<file path="config.mk">
export PLATFORM = sky130hd
export DESIGN_NAME = rot_boot_sequencer
export DESIGN_NICKNAME = d
export VERILOG_FILES = /design/src/rtl/rot_boot_sequencer.sv
export SDC_FILE = /design/constraint.sdc
export NUM_CORES = 1
export LEC_CHECK = 0
export BUFFER_PORTS_ARGS = -buffer_cell sky130_fd_sc_hd__buf_2
export CAP_MARGIN = 40
export CORE_AREA = 5 5 508 510
export DETAILED_ROUTE_END_ITERATION = 10
export DIE_AREA = 0 0 513 515
export PLACE_DENSITY = 0.3
export SLEW_MARGIN = 20
export SYNTH_ARGS = -nofsm -noshare
export SYNTH_HDL_FRONTEND = slang
export SYNTH_SLANG_ARGS = --single-unit
</file>
<file path="constraint.sdc">
create_clock -name clock -period 28.3 [get_ports clock]
set_clock_uncertainty 0.2 [all_clocks]
set_input_delay 5.66 -clock clock [delete_from_list [all_inputs] [get_ports clock]]
set_output_delay 5.66 -clock clock [all_outputs]
set_load 0.01 [all_outputs]
</file>
<file path="src/rtl/rot_boot_sequencer.sv">
// rot_boot_sequencer: boot/enrollment sequencer in front of root_of_trust_top.
// Drives init and PUF requests, captures returned data, reports the outcome.
module rot_boot_sequencer #(
  parameter int TIMEOUT_CYCLES = 5000,
  parameter int SETTLE_CYCLES  = 5,
  parameter int CNT_W          = 16
) (
  input  logic             clock,
  input  logic             reset,
  input  logic             start,
  input  logic             mode_enroll,
  input  logic             clear,
  input  logic [255:0]     helper_nv_in,
  input  logic             helper_nv_valid,
  output logic             system_init,
  output logic             puf_dus_enroll,
  output logic             puf_dus_regenerate,
  output logic [255:0]     puf_dus_helper_in,
  input  logic [255:0]     puf_dus_helper_out,
  input  logic             puf_dus_helper_valid,
  input  logic [127:0]     device_id,
  input  logic             device_id_valid,
  input  logic             system_ready,
  input  logic             keys_active,
  input  logic             security_fault,
  output logic [255:0]     helper_capture,
  output logic             helper_capture_valid,
  output logic [127:0]     device_id_capture,
  output logic             device_id_capture_valid,
  output logic             busy,
  output logic             done,
  output logic             fail,
  output logic [1:0]       fail_code,
  output logic [CNT_W-1:0] cycle_count
);

  typedef enum logic [2:0] {
    S_IDLE,
    S_SETTLE,
    S_INIT,
    S_WAIT,
    S_DONE,
    S_FAIL
  } state_t;

  localparam logic [CNT_W-1:0] LP_TO_LAST =
    CNT_W'(TIMEOUT_CYCLES - 1);
  localparam logic [CNT_W-1:0] LP_SET_LAST =
    CNT_W'((SETTLE_CYCLES > 0) ? SETTLE_CYCLES - 1 : 0);

  state_t           r_state;
  state_t           w_next;
  logic             r_mode;
  logic [255:0]     r_helper_in;
  logic [255:0]     r_helper_cap;
  logic             r_helper_cap_v;
  logic [127:0]     r_id_cap;
  logic             r_id_cap_v;
  logic [CNT_W-1:0] r_cnt;
  logic [1:0]       r_fail_code;
  logic [1:0]       w_fail_code;
  logic             w_accept;
  logic             w_in_wait;
  logic             w_req;

  always_ff @(posedge clock or posedge reset) begin
    if (reset) r_state <= S_IDLE;
    else       r_state <= w_next;
  end

  always_comb begin
    w_next      = r_state;
    w_fail_code = r_fail_code;
    w_accept    = 1'b0;
    unique case (r_state)
      S_IDLE: begin
        if (start) begin
          w_accept    = 1'b1;
          w_fail_code = 2'd0;
          if (!mode_enroll && !helper_nv_valid) begin
            w_next      = S_FAIL;
            w_fail_code = 2'd3;
          end else if (SETTLE_CYCLES > 0) begin
            w_next = S_SETTLE;
          end else begin
            w_next = S_INIT;
          end
        end
      end
      S_SETTLE: begin
        if (security_fault) begin
          w_next      = S_FAIL;
          w_fail_code = 2'd1;
        end else if (r_cnt == LP_SET_LAST) begin
          w_next = S_INIT;
        end
      end
      S_INIT: begin
        if (security_fault) begin
          w_next      = S_FAIL;
          w_fail_code = 2'd1;
        end else begin
          w_next = S_WAIT;
        end
      end
      S_WAIT: begin
        // fault beats ready, ready beats timeout
        if (security_fault) begin
          w_next      = S_FAIL;
          w_fail_code = 2'd1;
        end else if (system_ready && keys_active) begin
          w_next = S_DONE;
        end else if (r_cnt == LP_TO_LAST) begin
          w_next      = S_FAIL;
          w_fail_code = 2'd2;
        end
      end
      S_DONE, S_FAIL: begin
        if (clear) w_next = S_IDLE;
      end
      default: w_next = S_IDLE;
    endcase
  end

  assign w_in_wait = (r_state == S_WAIT);

  always_ff @(posedge clock or posedge reset) begin
    if (reset) begin
      r_cnt <= '0;
    end else if (w_accept || r_state == S_INIT) begin
      r_cnt <= '0;
    end else if ((r_state == S_SETTLE && w_next == S_SETTLE) ||
                 (w_in_wait && w_next == S_WAIT)) begin
      r_cnt <= r_cnt + 1'b1;
    end
  end

  always_ff @(posedge clock or posedge reset) begin
    if (reset) begin
      r_mode      <= 1'b0;
      r_helper_in <= '0;
      r_fail_code <= 2'd0;
    end else begin
      r_fail_code <= w_fail_code;
      if (w_accept) begin
        r_mode      <= mode_enroll;
        r_helper_in <= mode_enroll ? '0 : helper_nv_in;
      end
    end
  end

  // captures taken on the exit edge are kept
  always_ff @(posedge clock or posedge reset) begin
    if (reset) begin
      r_helper_cap   <= '0;
      r_helper_cap_v <= 1'b0;
      r_id_cap       <= '0;
      r_id_cap_v     <= 1'b0;
    end else if (w_accept) begin
      r_helper_cap   <= '0;
      r_helper_cap_v <= 1'b0;
      r_id_cap       <= '0;
      r_id_cap_v     <= 1'b0;
    end else if (w_in_wait) begin
      if (r_mode && puf_dus_helper_valid) begin
        r_helper_cap   <= puf_dus_helper_out;
        r_helper_cap_v <= 1'b1;
      end
      if (device_id_valid) begin
        r_id_cap   <= device_id;
        r_id_cap_v <= 1'b1;
      end
    end
  end

  assign w_req                   = (r_state == S_INIT) || w_in_wait;
  assign system_init             = (r_state == S_INIT);
  assign puf_dus_enroll          = w_req && r_mode;
  assign puf_dus_regenerate      = w_req && !r_mode;
  assign puf_dus_helper_in       = r_helper_in;
  assign helper_capture          = r_helper_cap;
  assign helper_capture_valid    = r_helper_cap_v;
  assign device_id_capture       = r_id_cap;
  assign device_id_capture_valid = r_id_cap_v;
  assign busy                    = (r_state == S_SETTLE) || w_req;
  assign done                    = (r_state == S_DONE);
  assign fail                    = (r_state == S_FAIL);
  assign fail_code               = r_fail_code;
  assign cycle_count             = r_cnt;

endmodule

</file>
==> run_results.csv, run 1 <==
group,metric,value,unit
layout,n_fill_cell,28886,
timing,worst_hold_margin,260.9,ps
floorplan,die_area,264200,um^2
worst_setup_path,timing.critical_path.fanout_max,84,
global_routing,grt_pass1_vias,27114,
clock_tree,clk_pin_slew_worst_paths,50,ps
synth,async_reset_ff_share,100.0,%
worst_setup_path,critPathMaxStageDelay,650,ps
synth,yosys.area_share.xor_xnor,0,%
timing,tightestPinTransition,968.6,ps
hold_path,worst_hold_path_type,"flop to flop",
worst_setup_path,critPathSlowestCell,"sky130_fd_sc_hd__buf_4",
clock_tree,cells_resized_by_post_cts_repair,0,
route,drt-vias-per-instance,3.417,
outcome,run_status,"finished clean",
floorplan,boundaryPins,1317,
synth,yosys_most_used_dff,"sky130_fd_sc_hd__dfrtp_1",
route,iteration_count_of_the_initial_detailed_routing_pass,5,
layout,area_of_the_multi_input_gates,9515,um^2
layout,layout.cells.most_common_list,"sky130_fd_sc_hd__buf_2, sky130_fd_sc_hd__nand2_1, sky130_fd_sc_hd__dfrtp_1, sky130_fd_sc_hd__o21ai_0, sky130_fd_sc_hd__nand3b_1",
clock_tree,deepest_level_of_the_cts_h_tree,3,
clock_tree,clkLatencyLatePin,710,ps
synth,summed_instance_area_of_the_synthesized_netlist,26980,um^2
pwr,p_switching,1.083,mW
placement,detailed_place.area,37540,um^2
synth,syn-instance-count,2942,
pwr,leakagePower,21.27,nW
floorplan,placementRows,185,
clock_tree,cts_hold_buf,0,
route,vias,26138,
timing,timing.final.ws_setup,18780,ps
floorplan,floorplan.die.height,515,um
worst_setup_path,worstSetupStartpointType,"input port",
placement,port_buffers,1316,
worst_setup_path,cells_along_the_critical_path,"buf_2 > inv_8 > buf_4 > buf_4 > buf_4 > buf_16 > buf_4 > buf_4 > buf_16 > buf_4 > buf_16",
pwr,clockPowerShare,37.0,%
layout,final_cells,7649,
pwr,worst_ir_drop_vdd,0.03758,mV
timing,unrepaired_setup_endpoints_after_global_routing,"false",
route,number_of_nets_still_failing_antenna_checks_after_routing,0,
layout,design.final.nets,4832,
global_routing,grt_util_all_layers,11.41,%
synth,mux_share_of_post_synthesis_cell_area,0.3386,%
layout,postLayoutCellArea,40670,um^2
worst_setup_path,most_repeated_library_cell_on_the_critical_path,"sky130_fd_sc_hd__buf_4",
timing,final.setup.tns,0,ps
clock_tree,clock-sinks,664,
synth,synthesis.nets,3595,
pwr,power.density_cell_area,76.28,nW/um^2
pwr,combinationalPowerShare,24.3,%
pwr,internal_power,2.020,mW
timing,final_max_slew_viol_count,0,
global_routing,grt_antenna_before_repair,127,
synth,synthSimpleGateAreaFrac,29.20,%
layout,ff_latch_area,16620,um^2
route,drc,0,
layout,layout-area-overhead-vs-synth,50.75,%
pwr,power.share.sequential,38.7,%
clock_tree,cts_inserted_buffers,90,
clock_tree,cts_root_buffer,"sky130_fd_sc_hd__clkbuf_16",
floorplan,horizontal_die_dimension,513,um
synth,yosys_warnings,0,
timing,slew_headroom,35.43,%
timing,setup-violations-final,0,
worst_setup_path,worst_ep_arrival_time,10170,ps
synth,synth_top_family_by_area,"simple AND/OR/NAND/NOR gates",
synth,synth-compound-area-share,5.524,%
placement,place.detailed.hpwl,124500,um
layout,proportion_of_layout_cells_with_a_drive_suffix_above_1,35.42,%
worst_setup_path,timing.critical_path.max_delay_family,"buffers and inverters",
route,route.detailed.wl_per_inst,20.65,um
worst_setup_path,timing.setup.critical_path_class,"input port to asynchronous set/reset pin",
worst_setup_path,timing.critical_path.buf_inv,11,
synth,post_synth.cell_area_avg,9.170,um^2
route,finalWirelength,158000,um
route,drt-initial-drc-count,1307,
clock_tree,cts.path.max_buffers,3,
global_routing,grt_pass1_wl,218400,um
pwr,power.share.switching,34.90,%
global_routing,pin_count_of_the_biggest_net_entering_global_routing,164,
clock_tree,post_cts.repair.setup_buffers,0,
placement,globalplace.congestion,0.8144,
worst_setup_path,crit_required,28950,ps
synth,synth-seq-cells,664,
timing,finalHoldViolations,0,
placement,placement.setup.worst_slack,17800,ps
synth,synth_area_in_adders,0.09276,%
job,max-cap-violations,0,
synth,seq_area_frac_synth,61.59,%
floorplan,core,253000,um^2
worst_setup_path,worstSetupEndpointType,"asynchronous set/reset pin",
timing,max_freq,105.0,MHz
layout,final_common_cell,"sky130_fd_sc_hd__buf_2",
placement,dp.cells,7449,
timing,layout_min_cycle_time,9522,ps
floorplan,initial_core_util,10.66,%
synth,synth_cell_types,41,
clock_tree,cts_tree,"yes",
timing,min_period_over_period,33.65,%
global_routing,grt_remaining_overflow,0,
synth,synth_edf_count,0,
synthesized netlist by cell type, types with 2 or more instances:
master | n | share of area, %
sky130_fd_sc_hd__a21oi_1 | 10 | 0.19
sky130_fd_sc_hd__and3_1 | 3 | 0.070
sky130_fd_sc_hd__and4_1 | 4 | 0.13
sky130_fd_sc_hd__buf_1 | 13 | 0.18
sky130_fd_sc_hd__buf_2 | 15 | 0.28
sky130_fd_sc_hd__buf_6 | 2 | 0.083
sky130_fd_sc_hd__clkbuf_1 | 186 | 2.6
sky130_fd_sc_hd__dfrtp_1 | 664 | 62
sky130_fd_sc_hd__ha_1 | 2 | 0.093
sky130_fd_sc_hd__inv_1 | 6 | 0.083
sky130_fd_sc_hd__mux2i_1 | 8 | 0.30
sky130_fd_sc_hd__nand2_1 | 1304 | 18
sky130_fd_sc_hd__nand2b_1 | 2 | 0.046
sky130_fd_sc_hd__nand3_1 | 138 | 2.6
sky130_fd_sc_hd__nand3b_1 | 258 | 7.2
sky130_fd_sc_hd__nand4_1 | 9 | 0.21
sky130_fd_sc_hd__nor2_1 | 17 | 0.24
sky130_fd_sc_hd__nor3_1 | 4 | 0.074
sky130_fd_sc_hd__nor4_1 | 2 | 0.046
sky130_fd_sc_hd__nor4b_1 | 2 | 0.065
sky130_fd_sc_hd__o211ai_1 | 2 | 0.056
sky130_fd_sc_hd__o21ai_0 | 260 | 4.8
sky130_fd_sc_hd__o31ai_1 | 6 | 0.17
sky130_fd_sc_hd__or3_1 | 4 | 0.093
sky130_fd_sc_hd__or4_1 | 5 | 0.14
path summary, 6_finish.rpt:
| check | end | cells after the start | from | slack, ps |
|---|---|---|---|---|
| setup / recovery | helper_capture[36] | 11 | reset | 18780 |
| hold / removal | puf_dus_helper_in[24] | 2 | puf_dus_helper_in[24] | 260 |
| setup reg to reg | device_id_capture[106] | 10 | r_state[0] | 23050 |
| hold reg to reg | puf_dus_helper_in[24] | 2 | puf_dus_helper_in[24] | 260 |
| max in group clock | device_id_capture[106] | 10 | start | 19050 |
| min in group asynchronous | puf_dus_helper_in[197] | 2 | reset | 4830 |
per-layer routing:
| metal | routed length [um] | track usage [%] |
|---|---|---|
| met1 | 55330 | 11.54 |
| met2 | 79140 | 20.28 |
| met3 | 17840 | 5.730 |
| met5 | 680 | 0 |
| met4 | 4986 | 3.957 |
power groups by stage:
| stage | clock network [mW] | logic (mW) | registers (mW) |
|---|---|---|---|
| 6_report | 1.15 | 0.753 | 1.20 |
| 3_3_place_gp | 0 | 0.777 | 1.22 |
| 3_5_place_dp | 0 | 0.787 | 1.22 |
| 5_1_grt | 1.24 | 0.837 | 1.22 |
| 4_1_cts | 1.21 | 0.785 | 1.20 |
| 2_1_floorplan | 0 | 0.284 | 1.27 |
worst min-delay path, stage by stage (launching register included):
cell	delay (ps)
sky130_fd_sc_hd__dfrtp_1	330
sky130_fd_sc_hd__nand2_1	50
sky130_fd_sc_hd__nand2_1	50
state kept, by name, summed over array words and instances (netlist names):
name and flops:
device_id_capture 128, cycle_count 16, helper_capture 256, helper_capture_valid 1, r_state 3, r_mode 1
device_id_capture_valid 1, fail_code 2, puf_dus_helper_in 256
through the flow:
stage / util [%] / power (mW)
after floorplan: - / 1.558
after global placement: 14.72 / 1.992
after detailed placement: 14.84 / 2.002
after CTS: 15.99 / 3.195
after global routing: 16.05 / 3.295
final: 16.07 / 3.102
logic make-up (layout without fill, tap and decap cells):
logic type               count (synthesis)  after routing
AND/OR/NAND/NOR                       1758           1758
flip-flops                             664            664
AO/OA/AOI/OAI                          285            285
buffers and inverters                  224           1525
multiplexers                             9              9
adder cells (fa/ha/maj)                  2              2
other                                    0             40
area by class of cell:
class | instances | share of cell area [%]
Timing Repair Buffer | 1362 | 17.87
Antenna cell | 40 | 0.2461
Multi-Input combinational cell | 2054 | 23.40
Sequential cell | 664 | 40.86
Clock inverter | 16 | 0.6246
Tap cell | 3366 | 10.36
Inverter | 7 | 0.08307
Clock buffer | 140 | 6.569
Power figures use the tool's default switching activity.
==> inputs of run 2 (changes only) <==
- ABC_AREA: unset -> 1
- CORE_AREA: 5 5 508 510 -> 5 5 511 513
- DIE_AREA: 0 0 513 515 -> 0 0 516 518
- clock period: 28.3 -> 8.3 ns (I/O delays scaled with it)
==> run_results.csv, run 2 <==
group,metric,value,unit
outcome,run_status,"finished clean",
synth,summed_instance_area_of_the_synthesized_netlist,25740,um^2
clock_tree,cts.path.max_buffers,3,
pwr,power.density_cell_area,283.7,nW/um^2
floorplan,die_area,267300,um^2
layout,postLayoutCoreUtil,15.42,%
synth,synth_top_cells_by_count,"sky130_fd_sc_hd__dfrtp_1, sky130_fd_sc_hd__nand3_1, sky130_fd_sc_hd__inv_1",
route,number_of_nets_still_failing_antenna_checks_after_routing,0,
clock_tree,cts_hold_buf,0,
worst_setup_path,critPathLaunch,"start",
clock_tree,clkLatencyLatePin,720,ps
worst_setup_path,timing.critical_path.buf_inv,4,
global_routing,grt_pass1_wl,237300,um
route,iteration_count_of_the_initial_detailed_routing_pass,7,
layout,n_fill_cell,29034,
placement,port_buffers,1316,
synth,mux_share_of_post_synthesis_cell_area,0,%
synth,synthesis.nets,2878,
timing,setup-violations-final,0,
layout,final_cells,6995,
synth,synth_edf_count,0,
synth,synth_cell_types,35,
route,drt-initial-drc-count,1406,
timing,timing.final.ws_setup,4323,ps
clock_tree,cts_root_buffer,"sky130_fd_sc_hd__clkbuf_16",
worst_setup_path,timing.critical_path.max_delay_family,"buffers and inverters",
route,drt-vias-per-instance,3.369,
floorplan,core,255800,um^2
synth,yosys_most_used_dff,"sky130_fd_sc_hd__dfrtp_1",
clock_tree,clock-sinks,664,
floorplan,initial_core_util,10.06,%
route,route.detailed.wl_per_inst,25.96,um
worst_setup_path,worstSetupStartpointType,"input port",
layout,proportion_of_layout_cells_with_a_drive_suffix_above_1,42.97,%
placement,placement.setup.worst_slack,3762,ps
layout,design.final.nets,4138,
global_routing,grt_util_all_layers,13.02,%
clock_tree,deepest_level_of_the_cts_h_tree,3,
timing,max_freq,251.4,MHz
clock_tree,post_cts.repair.setup_buffers,0,
timing,min_period_over_period,47.92,%
timing,unrepaired_setup_endpoints_after_global_routing,"false",
placement,detailed_place.area,36150,um^2
global_routing,pin_count_of_the_biggest_net_entering_global_routing,208,
floorplan,placementRows,186,
timing,slew_headroom,27.82,%
worst_setup_path,worstSetupEndpointType,"flop",
synth,synthSimpleGateAreaFrac,8.210,%
job,max-cap-violations,0,
synth,yosys.area_share.xor_xnor,0.4423,%
synth,yosys.cell_count.top_type,"sky130_fd_sc_hd__dfrtp_1",
synth,synth_top_family_by_area,"compound AO/OA/AOI/OAI gates",
layout,ff_latch_area,16620,um^2
route,drc,0,
worst_setup_path,r2r_setup_slack,4790,ps
placement,dp.cells,6775,
synth,synthDominantAreaCellType,"sky130_fd_sc_hd__dfrtp_1",
layout,layout-area-overhead-vs-synth,53.17,%
synth,post_synth.cell_area_avg,11.57,um^2
layout,area_of_the_multi_input_gates,7152,um^2
worst_setup_path,regToRegEndpoint,"helper_capture[174]",
global_routing,grt_antenna_before_repair,149,
worst_setup_path,timing.critical_path.fanout_max,168,
synth,synth.area.top_cells,"sky130_fd_sc_hd__dfrtp_1, sky130_fd_sc_hd__a22o_1, sky130_fd_sc_hd__nand3_1",
placement,place.detailed.hpwl,146200,um
synth,synth_area_in_adders,0.09721,%
worst_setup_path,levels_on_crit_path,8,
worst_setup_path,critPathMaxStageDelay,710,ps
timing,tightestPinTransition,1083,ps
synth,yosys_warnings,0,
synth,synth-compound-area-share,18.99,%
placement,globalplace.congestion,0.8245,
pwr,leakagePower,20.61,nW
timing,layout_min_cycle_time,3977,ps
worst_setup_path,worstRegToRegCells,8,
timing,final.setup.tns,0,ps
route,vias,23566,
route,finalWirelength,181600,um
floorplan,boundaryPins,1317,
worst_setup_path,timing.setup.critical_path_class,"input port to flop",
clock_tree,cts_inserted_buffers,91,
floorplan,floorplan.die.height,518,um
layout,final_common_cell,"sky130_fd_sc_hd__buf_2",
synth,async_reset_ff_share,100.0,%
timing,final_max_slew_viol_count,0,
global_routing,grt_pass1_vias,24416,
layout,layout.cells.most_common_list,"sky130_fd_sc_hd__buf_2, sky130_fd_sc_hd__dfrtp_1, sky130_fd_sc_hd__nand3_1, sky130_fd_sc_hd__inv_1, sky130_fd_sc_hd__a22o_1",
worst_setup_path,cells_along_the_critical_path,"buf_2 > nand2_1 > nor2_4 > inv_16 > buf_4 > buf_12 > nand3_1 > o21ai_1",
worst_setup_path,worst_ep_arrival_time,4380,ps
clock_tree,cts_tree,"yes",
worst_setup_path,cp-endpoint,"helper_capture[174]",
worst_setup_path,critPathSlowestCell,"sky130_fd_sc_hd__buf_4",
synth,syn-instance-count,2225,
worst_setup_path,reg2reg_from,"r_state[1]",
clock_tree,cells_resized_by_post_cts_repair,0,
floorplan,horizontal_die_dimension,516,um
timing,finalHoldViolations,0,
synth,seq_area_frac_synth,64.55,%
synth,synth-seq-cells,664,
synth,synth.top_cell.area_share,64.55,%
pwr,worst_ir_drop_vdd,0.1425,mV
clock_tree,clk_pin_slew_worst_paths,60,ps
worst_setup_path,crit_required,8700,ps
hold_path,worst_hold_path_type,"flop to flop",
layout,postLayoutCellArea,39430,um^2
global_routing,grt_remaining_overflow,0,
-- run 2: cell types whose count changed after synthesis, sizes merged, moves of 119 or more --
cell	before	now
inv	7	287
nand3b	258	9
clkbuf	186	67
nand3	138	295
a22o	0	256
nand2	1304	64
a32o	0	128
-- run 2: per-stage QoR --
| step | hold slack [ps] | power, mW |
|---|---|---|
| after detailed placement | 277.1 | 7.180 |
| after CTS | 290.8 | 11.57 |
| after global placement | 269.1 | 7.195 |
| final | 284.3 | 11.19 |
| after global routing | 298.5 | 11.81 |
| after floorplan | 318.7 | 5.504 |
-- run 2: area by class of cell --
class / count / share of cell area, %
flip-flops and latches: 664 / 42.14
multi-input cells: 1085 / 18.14
repair buffers: 1356 / 17.94
well taps: 3384 / 10.74
clock buffers: 129 / 6.572
inverters: 287 / 2.783
clock inverters: 35 / 1.333
diodes: 55 / 0.3491
-- run 2: report_power, final --
part	internal [mW]	switching (mW)	total, mW
sequential	3.79	0.324	4.11
clock	2.49	1.71	4.20
combinational	1.01	1.86	2.87
total	7.29	3.89	11.2
-- run 2: cell families after synthesis --
group                      Yosys count
adders and majority gates            2
xor gates and xnor gates            13
DFF                                664
buffers and inverters              476
AOI/OAI and AO/OA                  654
and+or+nand+nor                    416
-- run 2: how the worst min path moves through the flow --
stage	depth (start not counted)	end	startpoint
2_1_floorplan	2	device_id_capture_valid	device_id_capture_valid
3_3_place_gp	1	device_id_capture[121]	device_id_capture[121]
3_5_place_dp	1	device_id_capture[8]	device_id_capture[8]
4_1_cts	1	device_id_capture[105]	device_id_capture[105]
5_1_grt	1	device_id_capture[108]	device_id_capture[108]
6_report	1	device_id_capture[8]	device_id_capture[8]
-- run 2: worst reg2reg max path, stage by stage (launching register included) --
cell and delay, ps:
sky130_fd_sc_hd__dfrtp_1 510, sky130_fd_sc_hd__nor2_2 100, sky130_fd_sc_hd__inv_2 100, sky130_fd_sc_hd__nor2_4 90, sky130_fd_sc_hd__inv_16 210, sky130_fd_sc_hd__buf_4 950
sky130_fd_sc_hd__buf_12 710, sky130_fd_sc_hd__nand3_1 390, sky130_fd_sc_hd__o21ai_1 160
-- run 2: routing by layer --
layer	track usage [%]	wire, um	up-vias
li1	-	-	10460
met1	13.66	65320	11476
met2	22.21	87910	1209
met3	6.116	20160	343
met4	5.675	7681	78
met5	0	508	-
==> inputs of run 3 (changes only) <==
- ABC_AREA: 1 -> 0
- CORE_AREA: 5 5 511 513 -> 5 5 508 510
- DIE_AREA: 0 0 516 518 -> 0 0 513 515
- clock period: 8.3 -> 3.8 ns (I/O delays scaled with it)
==> run_results.csv, run 3 (synthesis results as in run 1) <==
group,metric,value,unit
global_routing,pin_count_of_the_biggest_net_entering_global_routing,128,
floorplan,initial_core_util,10.66,%
clock_tree,clkLatencyLatePin,710,ps
route,drt-initial-drc-count,1490,
clock_tree,cts_inserted_buffers,91,
pwr,worst_ir_drop_vdd,0.3094,mV
route,route.detailed.wl_per_inst,19.73,um
clock_tree,deepest_level_of_the_cts_h_tree,3,
placement,place.detailed.hpwl,127300,um
timing,unrepaired_setup_endpoints_after_global_routing,"false",
pwr,leakagePower,23.44,nW
floorplan,die_area,264200,um^2
pwr,combinationalPowerShare,26.1,%
worst_setup_path,worstSetupEndpointType,"output pin",
route,iteration_count_of_the_initial_detailed_routing_pass,5,
global_routing,grt_pass1_wl,226300,um
floorplan,core,253000,um^2
worst_setup_path,crit_required,2840,ps
clock_tree,cts.path.max_buffers,3,
worst_setup_path,critPathMaxStageDelay,520,ps
floorplan,horizontal_die_dimension,513,um
route,finalWirelength,160900,um
route,number_of_nets_still_failing_antenna_checks_after_routing,0,
clock_tree,cts_root_buffer,"sky130_fd_sc_hd__clkbuf_16",
clock_tree,clock-sinks,664,
worst_setup_path,timing.setup.critical_path_class,"flop to output pin",
worst_setup_path,cells_along_the_critical_path,"or2b_4 > nor2_4 > buf_2",
placement,globalplace.congestion,0.8035,
route,drc,0,
global_routing,grt_remaining_overflow,0,
route,drt-vias-per-instance,3.402,
worst_setup_path,worst_ep_arrival_time,1980,ps
timing,setup-violations-final,0,
clock_tree,clk_pin_slew_worst_paths,60,ps
route,vias,27747,
global_routing,grt_pass1_vias,29620,
worst_setup_path,levels_on_crit_path,3,
worst_setup_path,worstSetupStartpointType,"flop",
timing,min_period_over_period,77.48,%
global_routing,grt_util_all_layers,11.70,%
layout,proportion_of_layout_cells_with_a_drive_suffix_above_1,32.39,%
timing,final_max_slew_viol_count,0,
floorplan,boundaryPins,1317,
hold_path,hold_depth,3,
timing,max_freq,339.6,MHz
timing,tightestPinTransition,895.5,ps
layout,final_common_cell,"sky130_fd_sc_hd__buf_2",
clock_tree,cts_tree,"yes",
pwr,internal_power,15.45,mW
floorplan,placementRows,185,
placement,port_buffers,1316,
pwr,power.density_cell_area,521.1,nW/um^2
timing,layout_min_cycle_time,2944,ps
layout,layout.cells.most_common_list,"sky130_fd_sc_hd__buf_2, sky130_fd_sc_hd__nand2_1, sky130_fd_sc_hd__dfrtp_1, sky130_fd_sc_hd__dlygate4sd3_1, sky130_fd_sc_hd__o21ai_0",
placement,detailed_place.area,37870,um^2
job,max-cap-violations,0,
worst_setup_path,timing.critical_path.max_delay_family,"simple AND/OR/NAND/NOR gates",
layout,postLayoutCoreUtil,18.05,%
global_routing,grt_antenna_before_repair,72,
timing,finalHoldViolations,0,
pwr,p_switching,8.348,mW
pwr,power.share.switching,35.08,%
layout,design.final.nets,5346,
worst_setup_path,timing.critical_path.buf_inv,1,
floorplan,floorplan.die.height,515,um
worst_setup_path,timing.critical_path.fanout_max,9,
layout,postLayoutCellArea,45660,um^2
worst_setup_path,worstRegToRegCells,6,
outcome,run_status,"finished clean",
layout,layout-area-overhead-vs-synth,69.25,%
pwr,power.share.sequential,37.5,%
hold_path,worst_hold_path_type,"input port to flop",
worst_setup_path,critPathSlowestCell,"sky130_fd_sc_hd__dfrtp_1",
timing,slew_headroom,40.30,%
pwr,clockPowerShare,36.4,%
[run 3: changes by cell type in the layout (fill, tap and decap cells not counted), moves of 27 or more]
cell | before | now
sky130_fd_sc_hd__dlygate4sd3_1 | 0 | 478
sky130_fd_sc_hd__a32o_1 | 128 | 0
sky130_fd_sc_hd__nand2_1 | 60 | 1304
sky130_fd_sc_hd__buf_4 | 28 | 57
sky130_fd_sc_hd__o21ai_1 | 28 | 1
sky130_fd_sc_hd__a22o_1 | 256 | 0
sky130_fd_sc_hd__inv_1 | 280 | 5
sky130_fd_sc_hd__nand3b_1 | 9 | 258
sky130_fd_sc_hd__o21ai_0 | 232 | 260
sky130_fd_sc_hd__nand3_1 | 282 | 136
[run 3: per-stage QoR]
step | TNS, ps | instances | hold slack (ps) | setup WS (ps) | power (mW)
finish | 0 | 8155 | 111.2 | 855.6 | 23.80
global route | 0 | 8144 | 30.42 | 715.0 | 25.31
CTS | 0 | 8124 | 0.3946 | 716.4 | 24.47
detailed placement | 0 | 7488 | 249.8 | 937.0 | 15.05
global placement | 0 | 7488 | 246.2 | 949.0 | 15.05
floorplan | -4142320 | 2942 | 276.3 | -6238 | 11.61
[run 3: path summary, 6_finish.rpt]
kind,start,endpoint,slack (ps)
min,puf_dus_helper_out[240],helper_capture[240],110
min reg2reg,puf_dus_helper_in[8],puf_dus_helper_in[8],260
max,r_state[1],system_init,860
max in group asynchronous,reset,device_id_capture[126],1780
max reg2reg,r_state[1],helper_capture[179],960
min in group asynchronous,reset,puf_dus_helper_in[6],510
[run 3: area by class of cell]
cell class / count / area [um^2]
Clock inverter: 20 / 270.3
Tap cell: 3366 / 4212
Antenna cell: 31 / 77.57
Multi-Input combinational cell: 2054 / 9515
Inverter: 7 / 30.03
Sequential cell: 664 / 16620
Clock buffer: 138 / 2654
Timing Repair Buffer: 1875 / 12290
Fill cell: 28731 / 207300
[run 3: worst reg2reg max path: cells and delay by family (launching register included)]
family	cells	cell delay [ps]
AOI/OAI and AO/OA	1	110
buffers and inverters	2	600
DFF	1	520
and+or+nand+nor	3	1280
[run 3: timing repair]
item,in CTS,in global routing
endpoints found under the setup margin,0,0
resized for setup,0,0
hold endpoints to repair,540,0
hold buffers,478,0
buffers inserted,0,0
[run 3: per-layer routing]
metal	vias to the layer above	part of all wire, %	global-route usage [%]
met5	-	0.22	0
met4	50	4.6	5.384
met3	275	9.2	4.625
met2	1096	47	19.65
met1	13232	39	13.01
li1	13094	-	-
[run 3: power groups by stage]
stage | registers [mW] | clock network (mW) | logic (mW)
detailed placement | 9.02 | 0 | 6.03
global placement | 9.02 | 0 | 6.04
global route | 9.07 | 9.35 | 6.89
floorplan | 9.49 | 0 | 2.12
CTS | 8.93 | 9.08 | 6.46
finish | 8.92 | 8.66 | 6.22
